### src/rtl/image_write_ctrl_pkg.sv
// img_pkg: shared FSM states, pixel-pair layout and counter sizing for image_write_ctrl
package img_pkg;
  localparam int PIX_PAIR_W = 48;
  typedef enum logic [2:0] {S_IDLE, S_START_WAIT, S_ACTIVE, S_HBLANK, S_DONE} state_t;
  typedef struct packed {
    logic [7:0] r0;
    logic [7:0] g0;
    logic [7:0] b0;
    logic [7:0] r1;
    logic [7:0] g1;
    logic [7:0] b1;
  } pix_pair_t;
  function automatic int cnt_w(input int n);
    return (n < 2) ? 1 : $clog2(n);
  endfunction
endpackage

### src/rtl/image_write_ctrl_if.sv
// image_write_ctrl_if: pixel-pair stream in (in_valid/in_ready/in_pix) and writer beats out (hsync, DATA_WRITE_*, row, col); master = controller, slave = source/writer side
interface image_write_ctrl_if #(
  parameter int WIDTH  = 768,
  parameter int HEIGHT = 512
);
  localparam int CW = $clog2(WIDTH / 2);
  localparam int RW = $clog2(HEIGHT);
  logic                            in_valid;
  logic                            in_ready;
  logic [img_pkg::PIX_PAIR_W-1:0]  in_pix;
  logic                            hsync;
  logic [7:0]                      DATA_WRITE_R0;
  logic [7:0]                      DATA_WRITE_G0;
  logic [7:0]                      DATA_WRITE_B0;
  logic [7:0]                      DATA_WRITE_R1;
  logic [7:0]                      DATA_WRITE_G1;
  logic [7:0]                      DATA_WRITE_B1;
  logic [RW-1:0]                   row;
  logic [CW-1:0]                   col;
  modport master (
    input  in_valid, in_pix,
    output in_ready, hsync, DATA_WRITE_R0, DATA_WRITE_G0, DATA_WRITE_B0,
           DATA_WRITE_R1, DATA_WRITE_G1, DATA_WRITE_B1, row, col
  );
  modport slave (
    output in_valid, in_pix,
    input  in_ready, hsync, DATA_WRITE_R0, DATA_WRITE_G0, DATA_WRITE_B0,
           DATA_WRITE_R1, DATA_WRITE_G1, DATA_WRITE_B1, row, col
  );
endinterface

### src/rtl/image_write_ctrl_pos_counter.sv
// img_pos_counter: pair column/row position of the next transfer (clk, rst, adv in; col, row, last_in_row, last_in_frame out), wrapping at row and frame end
module img_pos_counter #(
  parameter int WIDTH  = 768,
  parameter int HEIGHT = 512
) (
  input  logic                        clk,
  input  logic                        rst,
  input  logic                        adv,
  output logic [$clog2(WIDTH/2)-1:0]  col,
  output logic [$clog2(HEIGHT)-1:0]   row,
  output logic                        last_in_row,
  output logic                        last_in_frame
);
  localparam int CW = $clog2(WIDTH / 2);
  localparam int RW = $clog2(HEIGHT);
  logic [CW-1:0] col_q, col_d;
  logic [RW-1:0] row_q, row_d;
  assign last_in_row   = col_q == CW'(WIDTH / 2 - 1);
  assign last_in_frame = last_in_row && row_q == RW'(HEIGHT - 1);
  assign col = col_q;
  assign row = row_q;
  always_comb begin
    col_d = adv ? (last_in_row ? '0 : col_q + 1'b1) : col_q;
    row_d = (adv && last_in_row) ? (last_in_frame ? '0 : row_q + 1'b1) : row_q;
  end
  always_ff @(posedge clk) begin
    if (rst) begin
      col_q <= '0;
      row_q <= '0;
    end else begin
      col_q <= col_d;
      row_q <= row_d;
    end
  end
endmodule

### src/rtl/image_write_ctrl.sv
// image_write_ctrl: frame sequencer replaying a pixel-pair stream as hsync beats with start delay and row blanking; ports HCLK, HRESET, start, bus (image_write_ctrl_if.master), busy, frame_done, frame_count (live only with IMG_WR_CTRL_FRAME_COUNT_EN)
module image_write_ctrl
  import img_pkg::*;
#(
  parameter int WIDTH       = 768,
  parameter int HEIGHT      = 512,
  parameter int HBLANK      = 160,
  parameter int START_DELAY = 100
) (
  input  logic                HCLK,
  input  logic                HRESET,
  input  logic                start,
  image_write_ctrl_if.master  bus,
  output logic                busy,
  output logic                frame_done,
  output logic [15:0]         frame_count
);
  localparam int CW = $clog2(WIDTH / 2);
  localparam int RW = $clog2(HEIGHT);
  localparam int DW = cnt_w((HBLANK > START_DELAY) ? HBLANK : START_DELAY);
  state_t        state_q, state_d;
  logic [DW-1:0] dly_q, dly_d;
  logic          hsync_q, hsync_d;
  pix_pair_t     pix_q, pix_d;
  logic [CW-1:0] col_q, col_d, pos_col;
  logic [RW-1:0] row_q, row_d, pos_row;
  logic          frame_done_q, frame_done_d;
  logic          last_in_row, last_in_frame, xfer;
  img_pos_counter #(.WIDTH(WIDTH), .HEIGHT(HEIGHT)) u_pos (
    .clk          (HCLK),
    .rst          (HRESET),
    .adv          (xfer),
    .col          (pos_col),
    .row          (pos_row),
    .last_in_row  (last_in_row),
    .last_in_frame(last_in_frame)
  );
  assign bus.in_ready = state_q == S_ACTIVE;
  assign xfer         = bus.in_ready & bus.in_valid;
  assign busy         = state_q != S_IDLE;
  assign frame_done   = frame_done_q;
  assign bus.hsync         = hsync_q;
  assign bus.DATA_WRITE_R0 = pix_q.r0;
  assign bus.DATA_WRITE_G0 = pix_q.g0;
  assign bus.DATA_WRITE_B0 = pix_q.b0;
  assign bus.DATA_WRITE_R1 = pix_q.r1;
  assign bus.DATA_WRITE_G1 = pix_q.g1;
  assign bus.DATA_WRITE_B1 = pix_q.b1;
  assign bus.row           = row_q;
  assign bus.col           = col_q;
  always_comb begin
    state_d = state_q;
    dly_d   = dly_q;
    case (state_q)
      S_IDLE: if (start) begin
        state_d = (START_DELAY == 0) ? S_ACTIVE : S_START_WAIT;
        dly_d   = DW'(START_DELAY - 1);
      end
      S_START_WAIT, S_HBLANK: begin
        state_d = (dly_q == '0) ? S_ACTIVE : state_q;
        dly_d   = (dly_q == '0) ? dly_q : dly_q - 1'b1;
      end
      S_ACTIVE: if (xfer && last_in_frame) state_d = S_DONE;
        else if (xfer && last_in_row && HBLANK != 0) begin
          state_d = S_HBLANK;
          dly_d   = DW'(HBLANK - 1);
        end
      S_DONE:  state_d = S_IDLE;
      default: state_d = S_IDLE;
    endcase
    hsync_d      = xfer;
    pix_d        = xfer ? pix_pair_t'(bus.in_pix) : pix_q;
    col_d        = xfer ? pos_col : col_q;
    row_d        = xfer ? pos_row : row_q;
    frame_done_d = state_q == S_DONE;
  end
  always_ff @(posedge HCLK) begin
    if (HRESET) begin
      state_q      <= S_IDLE;
      dly_q        <= '0;
      hsync_q      <= 1'b0;
      pix_q        <= '0;
      col_q        <= '0;
      row_q        <= '0;
      frame_done_q <= 1'b0;
    end else begin
      state_q      <= state_d;
      dly_q        <= dly_d;
      hsync_q      <= hsync_d;
      pix_q        <= pix_d;
      col_q        <= col_d;
      row_q        <= row_d;
      frame_done_q <= frame_done_d;
    end
  end
`ifdef IMG_WR_CTRL_FRAME_COUNT_EN
  logic [15:0] fc_q, fc_d;
  assign fc_d        = (state_q == S_DONE && fc_q != 16'hFFFF) ? fc_q + 16'd1 : fc_q;
  assign frame_count = fc_q;
  always_ff @(posedge HCLK) begin
    if (HRESET) fc_q <= '0;
    else        fc_q <= fc_d;
  end
`else
  assign frame_count = '0;
`endif
endmodule

### src/flat_wrapper.sv
// flat-port wrapper written by rule: the top's interface ports become plain ports
module image_write_ctrl_flat import img_pkg::*;
#(
  parameter int WIDTH       = 768,
  parameter int HEIGHT      = 512,
  parameter int HBLANK      = 160,
  parameter int START_DELAY = 100
)
  (HCLK, HRESET, start, busy, frame_done, frame_count, bus_in_valid, bus_in_pix, bus_in_ready, bus_hsync, bus_DATA_WRITE_R0, bus_DATA_WRITE_G0, bus_DATA_WRITE_B0, bus_DATA_WRITE_R1, bus_DATA_WRITE_G1, bus_DATA_WRITE_B1, bus_row, bus_col);
  image_write_ctrl_if #(.WIDTH(WIDTH), .HEIGHT(HEIGHT)) bus_i ();
  input  logic HCLK;
  input  logic HRESET;
  input  logic start;
  output logic busy;
  output logic frame_done;
  output logic [15:0] frame_count;
  input wire logic [$bits(bus_i.in_valid)-1:0] bus_in_valid;
  input wire logic [$bits(bus_i.in_pix)-1:0] bus_in_pix;
  output wire logic [$bits(bus_i.in_ready)-1:0] bus_in_ready;
  output wire logic [$bits(bus_i.hsync)-1:0] bus_hsync;
  output wire logic [$bits(bus_i.DATA_WRITE_R0)-1:0] bus_DATA_WRITE_R0;
  output wire logic [$bits(bus_i.DATA_WRITE_G0)-1:0] bus_DATA_WRITE_G0;
  output wire logic [$bits(bus_i.DATA_WRITE_B0)-1:0] bus_DATA_WRITE_B0;
  output wire logic [$bits(bus_i.DATA_WRITE_R1)-1:0] bus_DATA_WRITE_R1;
  output wire logic [$bits(bus_i.DATA_WRITE_G1)-1:0] bus_DATA_WRITE_G1;
  output wire logic [$bits(bus_i.DATA_WRITE_B1)-1:0] bus_DATA_WRITE_B1;
  output wire logic [$bits(bus_i.row)-1:0] bus_row;
  output wire logic [$bits(bus_i.col)-1:0] bus_col;
  assign bus_i.in_valid = bus_in_valid;
  assign bus_i.in_pix = bus_in_pix;
  assign bus_in_ready = bus_i.in_ready;
  assign bus_hsync = bus_i.hsync;
  assign bus_DATA_WRITE_R0 = bus_i.DATA_WRITE_R0;
  assign bus_DATA_WRITE_G0 = bus_i.DATA_WRITE_G0;
  assign bus_DATA_WRITE_B0 = bus_i.DATA_WRITE_B0;
  assign bus_DATA_WRITE_R1 = bus_i.DATA_WRITE_R1;
  assign bus_DATA_WRITE_G1 = bus_i.DATA_WRITE_G1;
  assign bus_DATA_WRITE_B1 = bus_i.DATA_WRITE_B1;
  assign bus_row = bus_i.row;
  assign bus_col = bus_i.col;
  image_write_ctrl #(.WIDTH(WIDTH), .HEIGHT(HEIGHT), .HBLANK(HBLANK), .START_DELAY(START_DELAY)) u_core (.HCLK(HCLK), .HRESET(HRESET), .start(start), .bus(bus_i), .busy(busy), .frame_done(frame_done), .frame_count(frame_count));
endmodule
### config.mk
export PLATFORM = sky130hd
export DESIGN_NAME = image_write_ctrl_flat
export DESIGN_NICKNAME = d
export VERILOG_FILES = /design/src/rtl/image_write_ctrl_pkg.sv /design/src/rtl/image_write_ctrl_if.sv /design/src/rtl/image_write_ctrl_pos_counter.sv /design/src/rtl/image_write_ctrl.sv /design/src/flat_wrapper.sv
export SDC_FILE = /design/constraint.sdc
export NUM_CORES = 1
export LEC_CHECK = 0
export CAP_MARGIN = 30
export CORE_MARGIN = 2
export CORE_UTILIZATION = 40
export CTS_CLUSTER_SIZE = 12
export DETAILED_ROUTE_END_ITERATION = 8
export PLACE_DENSITY_LB_ADDON = 0.25
export SYNTH_ARGS = -nofsm -noshare
export SYNTH_HDL_FRONTEND = slang
export SYNTH_SLANG_ARGS = --single-unit
### constraint.sdc
create_clock -name HCLK -period 2 [get_ports HCLK]
set_input_delay 0.6 -clock HCLK [delete_from_list [all_inputs] [get_ports HCLK]]
set_output_delay 0.6 -clock HCLK [all_outputs]
set_load 0.01 [all_outputs]
==> flow_summary_export.csv <==
group,metric,value,unit
status,status,"finished, violations left",
status,violations,"setup timing",
route,via_count,3695,
die,core-area,9640,µm²
setup_path,crit_path_end_kind,"register",
sta,fmax,482,MHz
yosys,synth_seq_area_share,49.7,%
clock_tree,clk_pin_slew,0.10,ns
pwr,p_sw,1.42,mW
route,dr.pass1.iters,4,
setup_path,cp_num_cells,9,
setup_path,r2r_end,"u_core.dly_q[3]",
placement,place_congestion,0.757,
yosys,synth_ff_type,"dfxtp_1",
finish,fin_cells,775,
yosys,synth_top_area_share,49.7,%
min_path,hold_class,"register to register",
global_routing,grt_max_degree,57,
die,start_util,40.6,%
global_routing,overflow,0,
global_routing,first_global_vias,3483,
yosys,synth.most_common_cell,"nand2_1",
yosys,async_flop_share,0,%
clock_tree,clk_path_buf_depth,2,
die,row_count,36,
pwr,p_int,3.50,mW
placement,hpwl,7060,µm
die,die_w,103,µm
pwr,p_total,4.91,mW
finish,diodes,0,
yosys,synth-edff-count,0,
clock_tree,cts_max_level,3,
sta,finalClockSkew,0.0135,ns
setup_path,rrSetupSlack,-0.08,ns
route,via_per_inst,4.77,
setup_path,path_max_fanout,7,
clock_tree,cts-root-buf,"clkbuf_8",
setup_path,cp-start-kind,"register",
yosys,synth.area.top_cells,"dfxtp_1 50%, nand2_1 14%, a21oi_1 9.7%, buf_4 3.1%, clkbuf_1 2.3%",
yosys,syn_area_per_cell,8.10,µm²
setup_path,rr_worst_depth,9,
setup_path,cpMostUsedCell,"ha_4",
pwr,power_frac_clock,30.2,%
setup_path,worstPathRequired,2.26,ns
global_routing,grt_usage,18.8,%
route,avgRoutedWirePerCell,13.0,µm
global_routing,antenna_found_initial,0,
route,drc_errors,0,
setup_path,cp-startpoint,"u_core.u_pos.row[0]",
die,ios,138,
yosys,yosysUniqueCellTypes,45,
setup_path,cp-endpoint,"u_core.dly_q[3]",
job,maxCapViolations,0,
clock_tree,insertion_delay,0.36,ns
sta,totalNegativeSetupSlack,-0.107,ns
setup_path,critPathMaxStageDelay,0.45,ns
die,dieArea,10600,µm²
sta,finalMaxSlewViolations,0,
route,drt_wl_total,10100,µm
finish,drive_above_1_share,15.7,%
setup_path,critical_path.top_delay_family,"simple AND/OR/NAND/NOR gates",
sta,whs,0.457,ns
placement,place_ws,-0.694,ns
yosys,syn_area,3910,µm²
clock_tree,cts_made_buffers,9,
pwr,powerDensity,836,nW/µm²
sta,finalCriticalPeriod,2.08,ns
pwr,vdd_drop_max,0.000422,V
route,antenna_left,0,
clock_tree,cts.sinks,97,
sta,finalHoldViolCount,0,
sta,setup_viol,3,
yosys,yosysTopAreaCell,"dfxtp_1",
setup_path,cp.arrival,2.33,ns
setup_path,crit_chain,"ha_4 > nand3_2 > nor2_4 > ha_4 > nand3b_1 > or4_4 > o211a_4 > buf_6 > a2111oi_4",
setup_path,critPathKind,"register to register",
clock_tree,tritoncts,"yes",
placement,dpl.cell_count,756,
pwr,swShare,28.8,%
finish,area_growth,50.4,%
yosys,synth_cells,483,
setup_path,rr_startpoint,"u_core.u_pos.row[0]",
sta,finalCritPeriodShare,104,%
yosys,synth.cells.most_frequent,"151 x nand2_1, 97 x dfxtp_1, 76 x a21oi_1",
setup_path,cp_num_buf_inv,1,
global_routing,grt_pass1_wl,15800,µm
placement,port_buffers,121,
yosys,ys_ff_latch,97,
yosys,yosys_warnings,0,
pwr,p_seq_share,43.6,%
die,die_h,103,µm
setup_path,crit_slowest_cell,"or4_4",
pwr,p_leak,2.08,nW
finish,nets,694,
route,drt_iter0_drc,170,
pwr,power_frac_comb,26.2,%
sta,setup_slack,-0.0767,ns
sta,rsz0062_at_grt,"yes",
==> cell families after synthesis <==
| group | Yosys count | share of synthesized area (%) |
|---|---|---|
| other cells | 1 | 0.0959 |
| flops | 97 | 49.7 |
| compound gates | 100 | 14.6 |
| buf+inv | 51 | 6.72 |
| xor+xnor | 12 | 2.69 |
| fa+ha+maj | 5 | 1.60 |
| simple gates | 217 | 24.7 |
==> final cells by class <==
type | count | area, µm²
Fill cell | 882 | 3760
Sequential cell | 97 | 1950
Multi-Input combinational cell | 350 | 1880
Timing Repair Buffer | 174 | 1630
Tap cell | 133 | 166
Clock buffer | 11 | 151
Clock inverter | 5 | 85.1
Inverter | 5 | 18.8
==> placed cells by master (no fill, tap or decap), types with 8 or more instances in the layout <==
master	n
nand2_1	150
clkdlybuf4s50_1	117
dfxtp_1	89
a21oi_1	75
buf_4	48
nor2_1	16
conb_1	16
o21ai_0	11
clkbuf_8	11
nor3_1	9
dfxtp_2	8
==> flip-flops by register name (all words and copies together) (netlist names), 8 cells and up <==
| register | flops |
|---|---|
| u_core.u_pos.row | 9 |
| u_core.dly_q | 8 |
| u_core.bus.DATA_WRITE_R1 | 8 |
| u_core.bus.DATA_WRITE_G1 | 8 |
| u_core.bus.DATA_WRITE_R0 | 8 |
| u_core.bus.col | 9 |
| u_core.bus.DATA_WRITE_B1 | 8 |
| u_core.bus.DATA_WRITE_G0 | 8 |
| u_core.u_pos.col | 9 |
| u_core.bus.DATA_WRITE_B0 | 8 |
| u_core.bus.row | 9 |
==> repair_timing <==
| action | 4_1_cts | 5_1_grt |
|---|---|---|
| pin swaps | 4 | 7 |
| resized for setup | 23 | 6 |
| hold buffers | 0 | 0 |
| setup endpoints to repair | 22 | 16 |
| buffers inserted | 2 | 1 |
==> worst reg2reg max path: cells and delay by family (launching register included) <==
kind                     cells  cell delay, ns
AND/OR/NAND/NOR              4            0.74
adder cells (fa/ha/maj)      2            0.29
flip-flops                   1            0.36
AO/OA/AOI/OAI                2            0.47
buffers and inverters        1            0.13
==> through the flow <==
step | util [%] | area [µm²]
2_1_floorplan | - | 3980
3_3_place_gp | 57.5 | 5540
3_5_place_dp | 57.5 | 5540
4_1_cts | 60.6 | 5840
5_1_grt | 61.0 | 5880
6_report | 61.0 | 5880
==> power groups by stage <==
stage	combinational (mW)	sequential [mW]	clock (mW)
global route	1.41	2.16	1.59
floorplan	0.636	2.20	0
finish	1.29	2.14	1.48
detailed placement	1.21	2.18	0
CTS	1.28	2.14	1.51
global placement	1.19	2.17	0
==> how the worst min path moves through the flow <==
| stage | from | end | slack (ns) | depth (start not counted) |
|---|---|---|---|---|
| finish | u_core.bus.col[6] | u_core.bus.col[6] | 0.46 | 2 |
| CTS | u_core.state_q[2] | u_core.state_q[1] | 0.46 | 1 |
| detailed placement | u_core.bus.col[6] | u_core.bus.col[6] | 0.45 | 2 |
| floorplan | u_core.u_pos.row[1] | u_core.u_pos.row[1] | 0.45 | 2 |
| global route | u_core.state_q[2] | u_core.state_q[1] | 0.48 | 1 |
| global placement | u_core.bus.DATA_WRITE_G0[1] | u_core.bus.DATA_WRITE_G0[1] | 0.44 | 2 |
==> routing by layer <==
| metal | GRT usage (%) | up-vias | routed length, µm |
|---|---|---|---|
| met5 | 0 | - | 0 |
| met4 | 6.28 | 0 | 143 |
| met3 | 6.71 | 11 | 700 |
| met2 | 31.1 | 105 | 4920 |
| met1 | 23.0 | 1704 | 4290 |
| li1 | - | 1875 | - |
Power figures use the tool's default switching activity.
